<file path="config.mk">
export PLATFORM = sky130hd
export DESIGN_NAME = masked_share_decoder_flat
export DESIGN_NICKNAME = d
export VERILOG_FILES = /design/src/rtl/masked_share_decoder_pkg.sv /design/src/rtl/masked_share_decoder_if.sv /design/src/rtl/masked_share_decoder_share_accumulator.sv /design/src/rtl/masked_share_decoder.sv /design/src/flat_wrapper.sv
export SDC_FILE = /design/constraint.sdc
export NUM_CORES = 1
export LEC_CHECK = 0
export CELL_PAD_IN_SITES_DETAIL_PLACEMENT = 1
export CELL_PAD_IN_SITES_GLOBAL_PLACEMENT = 1
export CORE_AREA = 2 2 127 129
export DETAILED_ROUTE_END_ITERATION = 8
export DIE_AREA = 0 0 129 131
export PLACE_DENSITY_LB_ADDON = 0.1
export SLEW_MARGIN = 10
export SYNTH_ARGS = -nofsm -noshare
export SYNTH_HDL_FRONTEND = slang
export SYNTH_SLANG_ARGS = --single-unit
</file>
<file path="constraint.sdc">
create_clock -name clk -period 9.2 [get_ports clk]
set_clock_uncertainty 0.15 [all_clocks]
set_input_delay 1.38 -clock clk [delete_from_list [all_inputs] [get_ports clk]]
set_output_delay 1.38 -clock clk [all_outputs]
set_load 0.02 [all_outputs]
</file>
<file path="src/rtl/masked_share_decoder_pkg.sv">
// masked_share_decoder_pkg: shared FSM state type and counter-width helper for the share decoder
package masked_share_decoder_pkg;
   typedef enum logic [1:0] {ACCUM, HOLD, DRAIN} dec_state_t;
   function automatic int cnt_w(input int nshares);
      return $clog2(nshares + 1);
   endfunction
endpackage

</file>
<file path="src/rtl/masked_share_decoder_if.sv">
// masked_share_decoder_if: share-beat input stream and recombined-word output stream
//   s_valid/s_ready/s_share/s_last : share beats into the decoder
//   m_valid/m_ready/m_data/m_err   : recombined word out of the decoder
//   slave modport = decoder side, master modport = producer/consumer side
interface masked_share_decoder_if #(parameter int WIDTH = 64);
   logic             s_valid;
   logic             s_ready;
   logic [WIDTH-1:0] s_share;
   logic             s_last;
   logic             m_valid;
   logic             m_ready;
   logic [WIDTH-1:0] m_data;
   logic             m_err;
   modport slave (input s_valid, s_share, s_last, m_ready, output s_ready, m_valid, m_data, m_err);
   modport master (output s_valid, s_share, s_last, m_ready, input s_ready, m_valid, m_data, m_err);
endinterface

</file>
<file path="src/rtl/masked_share_decoder_share_accumulator.sv">
// share_accumulator: XOR accumulator plus beat counter for one share group
//   clk, rst : clock, async active-high reset
//   clr      : zero acc and count (wins over en)
//   en       : fold share into acc and count the beat
//   share    : incoming share
//   acc_next : acc ^ share, the group result if this beat closes it
//   cnt_hit  : this beat would be share number NSHARES
module share_accumulator
   import masked_share_decoder_pkg::*;
#(
   parameter int WIDTH   = 64,
   parameter int NSHARES = 3
) (
   input  logic             clk,
   input  logic             rst,
   input  logic             clr,
   input  logic             en,
   input  logic [WIDTH-1:0] share,
   output logic [WIDTH-1:0] acc_next,
   output logic             cnt_hit
);
   localparam int CW = cnt_w(NSHARES);
   logic [WIDTH-1:0] acc_q, acc_d;
   logic [CW-1:0]    cnt_q, cnt_d;
   always_comb begin
      acc_next = acc_q ^ share;
      cnt_hit  = (cnt_q + CW'(1)) == CW'(NSHARES);
      acc_d    = clr ? '0 : en ? acc_next : acc_q;
      cnt_d    = clr ? '0 : en ? cnt_q + CW'(1) : cnt_q;
   end
   always_ff @(posedge clk or posedge rst) begin
      if (rst) begin
         acc_q <= '0;
         cnt_q <= '0;
      end else begin
         acc_q <= acc_d;
         cnt_q <= cnt_d;
      end
   end
endmodule

</file>
<file path="src/rtl/masked_share_decoder.sv">
// masked_share_decoder: XOR-recombines serial Boolean shares into the unmasked word
//   clk, rst : clock, async active-high reset
//   bus      : slave side of masked_share_decoder_if (share beats in, word + m_err out)
// A group ends on s_last or on the NSHARES-th beat; an overlong group is reported
// with m_err and its remaining beats are swallowed in DRAIN up to s_last.
module masked_share_decoder
   import masked_share_decoder_pkg::*;
#(
   parameter int WIDTH   = 64,
   parameter int NSHARES = 3
) (
   input logic                  clk,
   input logic                  rst,
   masked_share_decoder_if.slave bus
);
   dec_state_t       state_q, state_d;
   logic             m_valid_q, m_valid_d;
   logic [WIDTH-1:0] m_data_q, m_data_d;
   logic             m_err_q, m_err_d;
   logic             drain_pend_q, drain_pend_d;
   logic             acc_clr, acc_en, cnt_hit, beat;
   logic [WIDTH-1:0] acc_next;
   share_accumulator #(.WIDTH(WIDTH), .NSHARES(NSHARES)) u_acc (
      .clk      (clk),
      .rst      (rst),
      .clr      (acc_clr),
      .en       (acc_en),
      .share    (bus.s_share),
      .acc_next (acc_next),
      .cnt_hit  (cnt_hit)
   );
   assign bus.s_ready = state_q != HOLD;
   assign bus.m_valid = m_valid_q;
   assign bus.m_data  = m_data_q;
   assign bus.m_err   = m_err_q;
   assign beat        = bus.s_valid && bus.s_ready;
   always_comb begin
      state_d      = state_q;
      m_valid_d    = m_valid_q;
      m_data_d     = m_data_q;
      m_err_d      = m_err_q;
      drain_pend_d = drain_pend_q;
      acc_clr      = 1'b0;
      acc_en       = 1'b0;
      case (state_q)
         ACCUM: if (beat) begin
            acc_en = 1'b1;
            if (bus.s_last || cnt_hit) begin
               // without s_last, hitting NSHARES means the group is overlong
               m_valid_d    = 1'b1;
               m_data_d     = acc_next;
               m_err_d      = bus.s_last ? !cnt_hit : 1'b1;
               drain_pend_d = !bus.s_last;
               acc_clr      = 1'b1;
               state_d      = HOLD;
            end
         end
         HOLD: if (bus.m_ready) begin
            // scrub the plain word off the bus once it is taken
            m_valid_d    = 1'b0;
            m_data_d     = '0;
            m_err_d      = 1'b0;
            drain_pend_d = 1'b0;
            state_d      = drain_pend_q ? DRAIN : ACCUM;
         end
         DRAIN: if (beat && bus.s_last) state_d = ACCUM;
         default: state_d = ACCUM;
      endcase
   end
   always_ff @(posedge clk or posedge rst) begin
      if (rst) begin
         state_q      <= ACCUM;
         m_valid_q    <= 1'b0;
         m_data_q     <= '0;
         m_err_q      <= 1'b0;
         drain_pend_q <= 1'b0;
      end else begin
         state_q      <= state_d;
         m_valid_q    <= m_valid_d;
         m_data_q     <= m_data_d;
         m_err_q      <= m_err_d;
         drain_pend_q <= drain_pend_d;
      end
   end
endmodule

</file>
<file path="src/flat_wrapper.sv">
// flat-port wrapper written by rule: the top's interface ports become plain ports
module masked_share_decoder_flat import masked_share_decoder_pkg::*;
#(
   parameter int WIDTH   = 64,
   parameter int NSHARES = 3
)
  (clk, rst, bus_s_valid, bus_s_share, bus_s_last, bus_m_ready, bus_s_ready, bus_m_valid, bus_m_data, bus_m_err);
  masked_share_decoder_if #(.WIDTH(WIDTH)) bus_i ();
  input logic clk;
  input logic rst;
  input wire logic [$bits(bus_i.s_valid)-1:0] bus_s_valid;
  input wire logic [$bits(bus_i.s_share)-1:0] bus_s_share;
  input wire logic [$bits(bus_i.s_last)-1:0] bus_s_last;
  input wire logic [$bits(bus_i.m_ready)-1:0] bus_m_ready;
  output wire logic [$bits(bus_i.s_ready)-1:0] bus_s_ready;
  output wire logic [$bits(bus_i.m_valid)-1:0] bus_m_valid;
  output wire logic [$bits(bus_i.m_data)-1:0] bus_m_data;
  output wire logic [$bits(bus_i.m_err)-1:0] bus_m_err;
  assign bus_i.s_valid = bus_s_valid;
  assign bus_i.s_share = bus_s_share;
  assign bus_i.s_last = bus_s_last;
  assign bus_i.m_ready = bus_m_ready;
  assign bus_s_ready = bus_i.s_ready;
  assign bus_m_valid = bus_i.m_valid;
  assign bus_m_data = bus_i.m_data;
  assign bus_m_err = bus_i.m_err;
  masked_share_decoder #(.WIDTH(WIDTH), .NSHARES(NSHARES)) u_core (.clk(clk), .rst(rst), .bus(bus_i));
endmodule
</file>
==> metrics <==
clock tree sinks=135; drt initial violations=219; DP HPWL=10.87 mm; Final Setup Violations=0; vias in the first global route=5871; Switching Share=37.46%; # nets final=794; worst min path class=flop to flop; YS warnings=0; Worst EP required=9.35 ns; Clock Tree Root=clkbuf_16; kind of critical path=primary input to flop; Worst Setup End Kind=flop; Post-CTS Setup Bufs=0; grt total ovfl=0; Skew-Pair Late Insertion Delay=0.42 ns; GRT Total Usage=22.71%; total number of vias=5364; row count=46; post-route setup TNS=0 ns; Pint=0.001729 W; Fin Hold WS=0.3346 ns; Die H=131 µm; fin. max-slew vios=0; first-pass GRT wire length=29.92 mm; dpl ws=4.729 ns; core area=15600 µm²; area growth from synthesis to layout=30.51%; initial antenna violation count=0; leakage power=3.302 nW; status=finished clean; cell with the most instances after synthesis=dfrtp_1; number of enable flip-flop cells after synthesis=0; Async SR Flop Fraction=100.0%; CP max FO=54; Via density=5.629; Tmin final=4.031 ns; ratio of cells with drive above 1 in the final layout=10.04%; RSZ-0062 raised after global routing=false; WL final=18.33 mm; Syn Nets=687; CTS tree=built; Routed Antenna Nets=0; diodes inserted=0; final worst-path cycle share=43.81%; Crit path arrival time=4.18 ns; placer congestion estimate=0.7409; reg-to-reg slack, setup=5.60 ns; Seq/Total Area, Yosys=51.32%; Worst VDD drop=0.0001397 V; DRC=0; clock power share=24.0%; synth top area cells=dfrtp_1 (51%), xnor2_1 (8.5%), o21ai_1 (8.1%); max cap viols=0; initial core utilization=42.20%; Avg Synthesized Cell Area=10.67 µm²; H-tree depth=4; worst slew pin tran=1.125 ns; final worst slack=5.169 ns; Syn Std Cell Area=6583 µm²; Syn Inst Count=617; switching power total=0.001036 W; Chip Width=129 µm; Post-CTS Hold Fix Bufs=0; flops & latches, synth=135; Clk pin slew, worst setup/hold paths=0.06 ns; Yosys cell types=26; IO Port Bufs=135; Wirelength per Cell=19.23 µm; fmax=0.2481 GHz; Logic pwr share=40.1%; main flop type after synthesis=dfrtp_1; Synth top area share=51.32%; pwr dens=321.8 nW/µm²; IO Pins=136; Final Hold Viols=0; crit path launch type=primary input; Max clock buf depth=2; CTS Buf Count=17; Slew HR=24.73%; Die ar.=16900 µm²; largest net degree at the start of global routing=87; Synth area leader=dfrtp_1; sequential power share=36.0%; most instantiated cells after synthesis=dfrtp_1 (135), o21ai_1 (107), xnor2_1 (64), nand2b_1 (47), o2bb2ai_1 (46); Resized cells post-CTS=0; DRT Pass-1 Iters=4
==> placed cells by master (no fill, tap or decap), drive strengths merged, types with 2 or more instances in the layout <==
cell	n
nand3	18
inv	2
dfrtp	135
buf	7
nand2	9
clkinv	9
clkdlybuf4s50	135
o2bb2ai	46
o21ai	149
o211ai	65
nor3	18
xnor2	64
clkbuf	21
bufinv	2
nand2b	47
==> metrics by stage <==
| stage | util [%] | area [µm²] | cells | power, W |
|---|---|---|---|---|
| 2_1_floorplan | - | 6583 | 617 | 0.001675 |
| 3_3_place_gp | 51.45 | 8025 | 921 | 0.002065 |
| 3_5_place_dp | 51.45 | 8025 | 921 | 0.002115 |
| 4_1_cts | 55.08 | 8591 | 953 | 0.002796 |
| 5_1_grt | 55.08 | 8591 | 953 | 0.002938 |
| 6_report | 55.08 | 8591 | 953 | 0.002765 |
==> state kept, by name, summed over array words and instances, names as in the netlist <==
| name | flops |
|---|---|
| u_core.bus.m_data | 64 |
| u_core.u_acc.acc_q | 64 |
| u_core.state_q | 2 |
| u_core.u_acc.cnt_q | 2 |
| u_core.bus.m_err | 1 |
| u_core.bus.m_valid | 1 |
| u_core.drain_pend_q | 1 |
==> final cells by class <==
type / count / area, µm²
fillers: 1690 / 7007
flip-flops and latches: 135 / 3378
multi-input cells: 426 / 2960
repair buffers: 142 / 1404
clock buffers: 21 / 460.4
well taps: 216 / 270.3
clock inverters: 11 / 105.1
inverters: 2 / 12.51
==> critical path: stages <==
cell	delay, ns
clkdlybuf4s50_1	0.46
buf_4	0.28
or2_2	0.85
nand2_2	0.39
buf_4	0.44
a32o_1	0.34
==> cell families after synthesis <==
logic type / count (synthesis) / share of synthesized area (%)
compound gates: 263 / 27.50
flops: 135 / 51.32
simple gates: 97 / 8.306
xor+xnor: 65 / 8.649
buf+inv: 56 / 4.030
fa+ha+maj: 1 / 0.1900
==> final timing paths <==
kind	startpoint	end	cells past startpoint
worst max-delay path	bus_s_last	u_core.bus.m_err	6
worst min-delay path	u_core.u_acc.cnt_q[0]	u_core.u_acc.cnt_q[0]	1
worst max register to register	u_core.u_acc.cnt_q[0]	u_core.bus.m_err	6
worst min register to register	u_core.u_acc.cnt_q[0]	u_core.u_acc.cnt_q[0]	1
max in group asynchronous	rst	u_core.u_acc.acc_q[62]	3
min in group asynchronous	rst	u_core.u_acc.acc_q[2]	2
==> per-layer routing <==
metal  vias to the layer above  GRT usage (%)  part of all wire (%)
met5                         -              0                     0
met4                         0          8.120                   1.9
met3                        27          5.863                   4.2
met2                       104          38.50                    49
met1                      2775          28.28                    45
li1                       2458              -                     -
==> power groups by stage <==
stage	Combinational, W	Sequential [W]	Clock [W]
after floorplan	0.000574	0.00110	0
after global routing	0.00121	0.00102	0.000704
final	0.00111	0.000994	0.000663
after CTS	0.00112	0.000995	0.000677
after detailed placement	0.00112	0.000999	0
after global placement	0.00108	0.000986	0
Power figures use the tool's default switching activity.
